--- src/rtl/mmio_port_unit_if.sv ---
// Processor load/store bus for the MMIO port unit: the processor drives the master side
// and the register window answers on the slave side.
interface mmio_port_unit_if;
    logic        MemWrite;
    logic        MemRead;
    logic [31:0] Address;
    logic [31:0] WriteData;
    logic [31:0] ReadData;
    logic        Hit;

    modport master (
        output MemWrite, MemRead, Address, WriteData,
        input  ReadData, Hit
    );

    modport slave (
        input  MemWrite, MemRead, Address, WriteData,
        output ReadData, Hit
    );
endinterface

--- src/rtl/mmio_port_unit.sv ---
// Memory-mapped GPIO and TX byte FIFO in a 16-byte register window.
// Define MMIO_PORT_IRQ_EN to build the input-change detector (CHG) and the registered IRQ.
module mmio_port_unit #(
    parameter logic [31:0] BASE_ADDR  = 32'h1001_0000,
    parameter int          FIFO_DEPTH = 4
) (
    input  logic              clk,
    input  logic              reset,
    mmio_port_unit_if.slave   bus,
    input  logic [7:0]        PortIn,
    output logic [31:0]       PortOut,
    output logic [7:0]        TxData,
    output logic              TxValid,
    input  logic              TxReady,
    output logic              IRQ
);
    localparam int PTR_W = $clog2(FIFO_DEPTH);

    logic [PTR_W-1:0] rdPtr;
    logic [PTR_W-1:0] wrPtr;
    logic [PTR_W:0]   count;
    logic [7:0]       fifoMem [FIFO_DEPTH];
    logic [7:0]       sync1;
    logic [7:0]       sync2;
    logic             ovf;
    logic             chg;
    logic [1:0]       regSel;
    logic             busWrite;
    logic             txWrite;
    logic             statusWrite;
    logic             fifoFull;
    logic             fifoEmpty;
    logic             pop;
    logic             push;
    logic             ovfSet;
    logic [4:0]       countField;
    logic [31:0]      statusWord;
    logic             unusedAddrBits;

    assign bus.Hit        = (bus.Address[31:4] == BASE_ADDR[31:4]);
    assign regSel         = bus.Address[3:2];
    assign unusedAddrBits = ^bus.Address[1:0];
    assign busWrite       = bus.MemWrite & bus.Hit;
    assign txWrite        = busWrite & (regSel == 2'd2);
    assign statusWrite    = busWrite & (regSel == 2'd3);

    assign fifoFull   = (count == (PTR_W + 1)'(FIFO_DEPTH));
    assign fifoEmpty  = (count == '0);
    assign pop        = !fifoEmpty & TxReady;
    // A full FIFO still accepts a byte when the head leaves in the same cycle.
    assign push       = txWrite & (!fifoFull | pop);
    assign ovfSet     = txWrite & fifoFull & !pop;
    assign countField = 5'(count);
    assign statusWord = {23'b0, countField, ovf, fifoEmpty, fifoFull, chg};

    assign TxValid = !fifoEmpty;
    assign TxData  = fifoMem[rdPtr];

    always_comb begin
        bus.ReadData = 32'h0;
        if (bus.MemRead && bus.Hit) begin
            case (regSel)
                2'd0:    bus.ReadData = PortOut;
                2'd1:    bus.ReadData = {24'b0, sync2};
                2'd2:    bus.ReadData = 32'h0;
                default: bus.ReadData = statusWord;
            endcase
        end
    end

    always_ff @(posedge clk) begin
        if (reset) begin
            PortOut <= 32'h0;
            sync1   <= 8'h0;
            sync2   <= 8'h0;
            rdPtr   <= '0;
            wrPtr   <= '0;
            count   <= '0;
            ovf     <= 1'b0;
        end else begin
            sync1 <= PortIn;
            sync2 <= sync1;
            if (busWrite && regSel == 2'd0) PortOut <= bus.WriteData;
            if (pop)  rdPtr <= rdPtr + 1'b1;
            if (push) wrPtr <= wrPtr + 1'b1;
            if (push && !pop)      count <= count + 1'b1;
            else if (pop && !push) count <= count - 1'b1;
            ovf <= ovfSet | (ovf & !(statusWrite & bus.WriteData[3]));
        end
    end

    // Storage needs no reset; clearing the pointers discards whatever it holds.
    always_ff @(posedge clk) begin
        if (push && !reset) fifoMem[wrPtr] <= bus.WriteData[7:0];
    end

`ifdef MMIO_PORT_IRQ_EN
    logic [7:0] sync3;
    logic       irqReg;

    always_ff @(posedge clk) begin
        if (reset) begin
            sync3  <= 8'h0;
            chg    <= 1'b0;
            irqReg <= 1'b0;
        end else begin
            sync3  <= sync2;
            chg    <= (sync2 != sync3) | (chg & !(statusWrite & bus.WriteData[0]));
            irqReg <= chg | ovf;
        end
    end

    assign IRQ = irqReg;
`else
    assign chg = 1'b0;
    assign IRQ = 1'b0;
`endif
endmodule

--- src/flat_wrapper.sv ---
// flat-port wrapper written by rule: the top's interface ports become plain ports
module mmio_port_unit_flat 
#(
    parameter logic [31:0] BASE_ADDR  = 32'h1001_0000,
    parameter int          FIFO_DEPTH = 4
)
  (clk, reset, PortIn, PortOut, TxData, TxValid, TxReady, IRQ, bus_MemWrite, bus_MemRead, bus_Address, bus_WriteData, bus_ReadData, bus_Hit);
  mmio_port_unit_if bus_i ();
  input  logic clk;
  input  logic reset;
  input  logic [7:0] PortIn;
  output logic [31:0] PortOut;
  output logic [7:0] TxData;
  output logic TxValid;
  input  logic TxReady;
  output logic IRQ;
  input wire logic [$bits(bus_i.MemWrite)-1:0] bus_MemWrite;
  input wire logic [$bits(bus_i.MemRead)-1:0] bus_MemRead;
  input wire logic [$bits(bus_i.Address)-1:0] bus_Address;
  input wire logic [$bits(bus_i.WriteData)-1:0] bus_WriteData;
  output wire logic [$bits(bus_i.ReadData)-1:0] bus_ReadData;
  output wire logic [$bits(bus_i.Hit)-1:0] bus_Hit;
  assign bus_i.MemWrite = bus_MemWrite;
  assign bus_i.MemRead = bus_MemRead;
  assign bus_i.Address = bus_Address;
  assign bus_i.WriteData = bus_WriteData;
  assign bus_ReadData = bus_i.ReadData;
  assign bus_Hit = bus_i.Hit;
  mmio_port_unit #(.BASE_ADDR(BASE_ADDR), .FIFO_DEPTH(FIFO_DEPTH)) u_core (.clk(clk), .reset(reset), .bus(bus_i), .PortIn(PortIn), .PortOut(PortOut), .TxData(TxData), .TxValid(TxValid), .TxReady(TxReady), .IRQ(IRQ));
endmodule
--- config.mk ---
export PLATFORM = sky130hd
export DESIGN_NAME = mmio_port_unit_flat
export DESIGN_NICKNAME = d
export VERILOG_FILES = /design/src/rtl/mmio_port_unit_if.sv /design/src/rtl/mmio_port_unit.sv /design/src/flat_wrapper.sv
export SDC_FILE = /design/constraint.sdc
export NUM_CORES = 1
export LEC_CHECK = 0
export ABC_CLOCK_PERIOD_IN_PS = 3950
export CAP_MARGIN = 15
export CORE_AREA = 2 2 103 105
export CTS_BUF_LIST = sky130_fd_sc_hd__clkbuf_2
export CTS_CLUSTER_SIZE = 25
export DETAILED_ROUTE_END_ITERATION = 10
export DIE_AREA = 0 0 105 107
export GPL_TIMING_DRIVEN = 1
export PLACE_DENSITY = 0.76
export SETUP_SLACK_MARGIN = 0.3
export SLEW_MARGIN = 10
export SYNTH_ARGS = -nofsm -noshare
export SYNTH_HDL_FRONTEND = slang
export SYNTH_SLANG_ARGS = --single-unit
--- constraint.sdc ---
create_clock -name clk -period 3.95 [get_ports clk]
set_input_delay 1.185 -clock clk [delete_from_list [all_inputs] [get_ports clk]]
set_output_delay 1.185 -clock clk [all_outputs]
set_load 0.005 [all_outputs]
==> impl_metrics.toml, run 1 <==
[outcome]
outcome = "finished, violations left"
violations = "negative setup slack"

[logic_synthesis]
netlist.area_leader.share = 0.293
synthArstFlopShare = 0
synth_seq_cells = 90
syn_inst = 357
syn_avg_cell_area_um2 = 11.1
synth-main-ff-cell = "dfxtp_1"
syn_area_mm2 = 0.00396
ys_warn_count = 0
synth.distinct_cells = 42
syn_nets = 440
yosysSeqAreaShare = 0.535
synth.most_common_cell = "dfxtp_1"
synthTopCellsByCount = "58 x dfxtp_1, 35 x nand3_1, 34 x a21oi_1, 34 x o21ai_1, 32 x edfxtp_1"
synth_edf_count = 32
netlist_top_cells_area = "dfxtp_1 29%, edfxtp_1 24%, and2_1 4.6%"
synth_top_area_cell = "dfxtp_1"

[setup_path]
rr_startpoint = "u_core.count[0]$_SDFFE_PP0P_"
worstSetupPathType = "in2out"
crit_fanout = 6
worstSetupStartpoint = "bus_Address[18]"
r2r_cells = 8
crit_path_start_kind = "primary input"
worst-endpoint-required_ns = 2.76
regToRegEndpoint = "u_core.count[2]$_SDFFE_PP0P_"
rrSetupSlack_ns = 1.56
end_kind = "output pin"
arrival_ns = 2.80

[cts]
path_clk_slew_ns = 0.26
cts_root_buffer = "clkbuf_2"
clock_path_buffers = 2
cts_buffers = 9
htree_levels = 3
tritoncts = "built"
cts_sinks = 90
worstSkewPairLatency_ns = 0.55
hold_buffers = 0

[worst_hold_path]
hold_depth = 1
hold_class = "reg2reg"
hold_start = "u_core.sync1[7]$_SDFF_PP0_"
hold_end = "u_core.sync2[7]$_SDFF_PP0_"

[timing]
slew_viol_final = 0
setup_tns_ns = -0.467
setup_viol = 21
rsz0062_at_grt = "true"
fin_skew_ns = 0.0365
period_share = 1.01
hold_slack_ns = 0.448
setup_ws_ns = -0.0345
tightest_slew_ns = 0.589
slew_headroom = 0.607
fin_crit_ns = 3.98
fmax_mhz = 251
hold_violations = 0

[global_routing]
grt_remaining_overflow = 0
grt_pass1_vias = 3424
antenna_found_initial = 0
grt_pass1_wl_um = 17000
grt_usage = 0.193
grt_max_degree = 57

[drt]
ant_nets = 0
drt_pre_antenna_iters = 4
vias_per_cell = 5.02
wl_per_cell_um = 16.6
wl_um = 11100
num_vias = 3368
drc = 0
first_iter_violations = 194

[power]
p_per_area_mw_per_mm2 = 264
leakage_nw = 2.28
ir_drop_mv = 0.158
power_w = 0.00159

[die]
initial_utilization = 0.393
dieArea_mm2 = 0.0112
ioPinCount = 152
die_w_um = 105
rows = 37
core_area_mm2 = 0.0101
die_h_um = 107

[cells_and_area]
syn_to_final_growth_pct = 51.6
fin_nets = 613
n_antenna_cell = 0
num-fill-cells = 873
final_area_mm2 = 0.00601
drive_above_1_share = 0.292

[place]
placed_area_mm2 = 0.00562
hpwl_um = 7580
port_buffers = 148
globalplace.congestion = 0.774

[job]
maxCapViolCount = 0
==> sequential cells by signal, indices dropped and copies added, names as in the netlist, named ones only <==
register,cells
u_core.sync2,8
u_core.count,3
u_core.PortOut,32
u_core.fifoMem,32
u_core.ovf,1
u_core.wrPtr,2
u_core.sync1,8
u_core.rdPtr,2
==> what timing repair did <==
item / in CTS / in global routing
pin swaps: 25 / 8
gates resized for setup: 232 / 40
setup endpoints to repair: 33 / 36
buffers inserted: 15 / 6
gates cloned: 3 / 0
==> area by class of cell <==
| class | count | area [um^2] | share of cell area |
|---|---|---|---|
| flip-flops and latches | 90 | 2120 | 0.353 |
| inverters | 5 | 21.3 | 0.00354 |
| multi-input cells | 234 | 1780 | 0.296 |
| well taps | 136 | 170 | 0.0283 |
| clock inverters | 7 | 82.6 | 0.0137 |
| repair buffers | 190 | 1790 | 0.297 |
| clock buffers | 9 | 45.0 | 0.00750 |
==> worst max-delay path, cell delays in order <==
cell	delay, ns
buf_6	0.09
nor4_4	0.34
nand3_2	0.17
nor4_4	0.31
buf_4	0.16
buf_6	0.11
buf_12	0.09
buf_12	0.11
and2_4	0.14
buf_6	0.09
==> per-stage QoR <==
| stage | setup WS, ns | utilization | instances |
|---|---|---|---|
| floorplan | 0.417 | - | 357 |
| global placement | -0.587 | 0.557 | 631 |
| detailed placement | -0.626 | 0.557 | 631 |
| CTS | -0.00662 | 0.588 | 665 |
| global route | -0.147 | 0.595 | 671 |
| finish | -0.0345 | 0.595 | 671 |
==> report_power, final <==
group | internal, W | total (W) | switching [W]
combinational | 0.0000729 | 0.000123 | 0.0000497
sequential | 0.000968 | 0.000970 | 0.00000172
clock | 0.000161 | 0.000496 | 0.000335
total | 0.00120 | 0.00159 | 0.000387
==> placed cells by master (no fill, tap or decap), types with 19 or more instances in the layout <==
cell / count
clkdlybuf4s50_1: 84
buf_2: 19
nand3_1: 35
dfxtp_1: 57
o21ai_1: 34
buf_6: 30
buf_4: 30
edfxtp_1: 32
a21oi_1: 34
clkbuf_2: 19
==> how the worst max path moves through the flow <==
stage,end,slack [ns],depth (start not counted)
2_1_floorplan,bus_ReadData[11],0.42,5
3_3_place_gp,bus_ReadData[0],-0.59,6
3_5_place_dp,bus_ReadData[26],-0.63,7
4_1_cts,bus_ReadData[26],-0.007,10
5_1_grt,bus_ReadData[15],-0.15,10
6_report,bus_ReadData[27],-0.03,10
==> layer usage <==
metal | GRT usage | routed length [um]
met5 | 0 | 0
met4 | 0.0514 | 159
met3 | 0.0529 | 769
met2 | 0.357 | 5950
met1 | 0.219 | 4250
==> cell families after synthesis <==
| logic type | count (synthesis) | share of synthesized area |
|---|---|---|
| AO/OA/AOI/OAI | 76 | 0.0982 |
| buffers and inverters | 33 | 0.0391 |
| flip-flops | 90 | 0.535 |
| multiplexers | 18 | 0.0707 |
| other | 1 | 0.000946 |
| XOR/XNOR | 4 | 0.00884 |
| adder cells (fa/ha/maj) | 6 | 0.0208 |
| AND/OR/NAND/NOR | 129 | 0.226 |
Power figures use the tool's default switching activity.
==> run 2: changes to the inputs <==
Settings changed: CTS_CLUSTER_SIZE 25 to default, SLEW_MARGIN 10 to default.
==> results of run 2 <==
Same layout as run 1: the final DEF is identical, and so are final timing and power.
==> run 3: changes to the inputs <==
Settings changed: CORE_AREA 2 2 103 105 to 2 2 118 120, DIE_AREA 0 0 105 107 to 0 0 120 122, PLACE_DENSITY 0.76 to 0.61.
==> run 3 against run 2 <==
  * Largest cell class unchanged
  * Die area is 30% higher
  * Clock power is 11% lower
  * Critical endpoint is now bus_ReadData[2]
  * Fmax is 3.8% higher
  * Hold slack better by 0.0093 ns
  * Routed wire length hardly changed
  * The flow now finishes without violations
  * Register-to-register slack better by 0.03 ns
==> impl_metrics.toml, run 3 (synthesis gave the netlist of run 1 again) <==
[setup_path]
end_kind = "output pin"
worst-endpoint-required_ns = 2.76
arrival_ns = 2.65
rrSetupSlack_ns = 1.59
crit_fanout = 4
worstSetupPathType = "in2out"
crit_path_start_kind = "primary input"

[timing]
fmax_mhz = 260
setup_tns_ns = 0
period_share = 0.972
slew_viol_final = 0
setup_viol = 0
fin_skew_ns = 0.0138
fin_crit_ns = 3.84
tightest_slew_ns = 0.599
setup_ws_ns = 0.111
hold_violations = 0
slew_headroom = 0.600
rsz0062_at_grt = "true"

[power]
ir_drop_mv = 0.111
leakage_nw = 2.23
p_per_area_mw_per_mm2 = 254

[drt]
num_vias = 3365
ant_nets = 0
vias_per_cell = 4.75
drt_pre_antenna_iters = 4
drc = 0
wl_um = 11100
first_iter_violations = 254
wl_per_cell_um = 15.7

[cts]
tritoncts = "built"
cts_root_buffer = "clkbuf_2"
path_clk_slew_ns = 0.26
cts_buffers = 9
clock_path_buffers = 2
hold_buffers = 0
htree_levels = 3
worstSkewPairLatency_ns = 0.55
cts_sinks = 90

[place]
hpwl_um = 7590
place_inst = 678
port_buffers = 148
globalplace.congestion = 0.767
pre_cts_slack_ns = -0.701

[global_routing]
grt_remaining_overflow = 0
grt_pass1_vias = 3289
antenna_found_initial = 1
grt_usage = 0.144
grt_max_degree = 57
grt_pass1_wl_um = 16500

[cells_and_area]
drive_above_1_share = 0.301
syn_to_final_growth_pct = 52.3
layout_common_cells = "85 x clkdlybuf4s50_1, 57 x dfxtp_1, 38 x buf_6, 35 x nand3_1"
fin_nets = 606
top_regs = "u_core.PortOut x32, u_core.fifoMem x32"
final_cells = 709
final_common_cell = "clkdlybuf4s50_1"

[die]
rows = 43
die_h_um = 122
core_area_mm2 = 0.0135
die_w_um = 120
dieArea_mm2 = 0.0146
initial_utilization = 0.294
ioPinCount = 152

[job]
maxCapViolCount = 0

[outcome]
outcome = "complete, no violations"

[worst_hold_path]
hold_class = "reg2reg"
-- run 3: cell count changes in the layout (fill, tap and decap cells not counted), sizes merged --
cell	delta
clkdlybuf4s50	+1
clkdlybuf4s15	+1
bufinv	-1
dlygate4sd2	-3
diode	+1
clkinvlp	+1
clkbuf	-7
buf	+1
clkinv	+1
inv	-1
-- run 3: layer usage --
layer,vias up,routed length (um),global-route usage,part of all wire
met2,116,5630,0.244,0.51
met5,-,0,0,0
li1,1620,-,-,-
met4,0,111,0.0529,0.010
met1,1620,4700,0.179,0.42
met3,9,687,0.0337,0.062
-- run 3: power by group --
part | leakage (nW) | switching [W] | internal (W) | total [W]
clock network | 0.0644 | 0.000342 | 0.0000966 | 0.000439
logic | 1.40 | 0.0000492 | 0.0000753 | 0.000125
registers | 0.758 | 0.00000153 | 0.000968 | 0.000969
-- run 3: metrics by stage --
stage | hold slack, ns | area [um^2] | utilization | total power, W
2_1_floorplan | 0.414 | 3960 | - | 0.00102
3_3_place_gp | 0.422 | 5710 | 0.423 | 0.00112
3_5_place_dp | 0.420 | 5710 | 0.423 | 0.00112
4_1_cts | 0.459 | 5870 | 0.435 | 0.00155
5_1_grt | 0.460 | 6040 | 0.447 | 0.00160
6_report | 0.457 | 6040 | 0.447 | 0.00153
-- run 3: worst max-delay path: stages --
cell	delay, ns
buf_8	0.10
nor4_4	0.32
nand3_2	0.16
buf_6	0.15
nand2b_4	0.14
buf_6	0.12
inv_4	0.04
buf_6	0.09
buf_6	0.09
and3_4	0.17
buf_6	0.08
-- run 3: path summary, 6_finish.rpt --
path | from | to | cells after the start
setup reg to reg | u_core.count[0]$_SDFFE_PP0P_ | u_core.count[2]$_SDFFE_PP0P_ | 8
hold reg to reg | u_core.sync1[2]$_SDFF_PP0_ | u_core.sync2[2]$_SDFF_PP0_ | 1
setup / recovery | bus_Address[19] | bus_ReadData[2] | 11
hold / removal | u_core.sync1[2]$_SDFF_PP0_ | u_core.sync2[2]$_SDFF_PP0_ | 1
-- run 3: repair_timing --
item | CTS | global route
resized for setup | 220 | 80
gates cloned | 0 | 3
setup buffers | 7 | 4
setup endpoints to repair | 33 | 41
pin swaps | 6 | 11
-- run 3: final cells by class --
cell class	count	area, um^2
fillers	1271	7470
flip-flops and latches	90	2120
multi-input cells	234	1790
repair buffers	183	1770
well taps	180	225
clock inverters	7	60.1
clock buffers	9	45.0
inverters	5	21.3
diodes	1	2.50
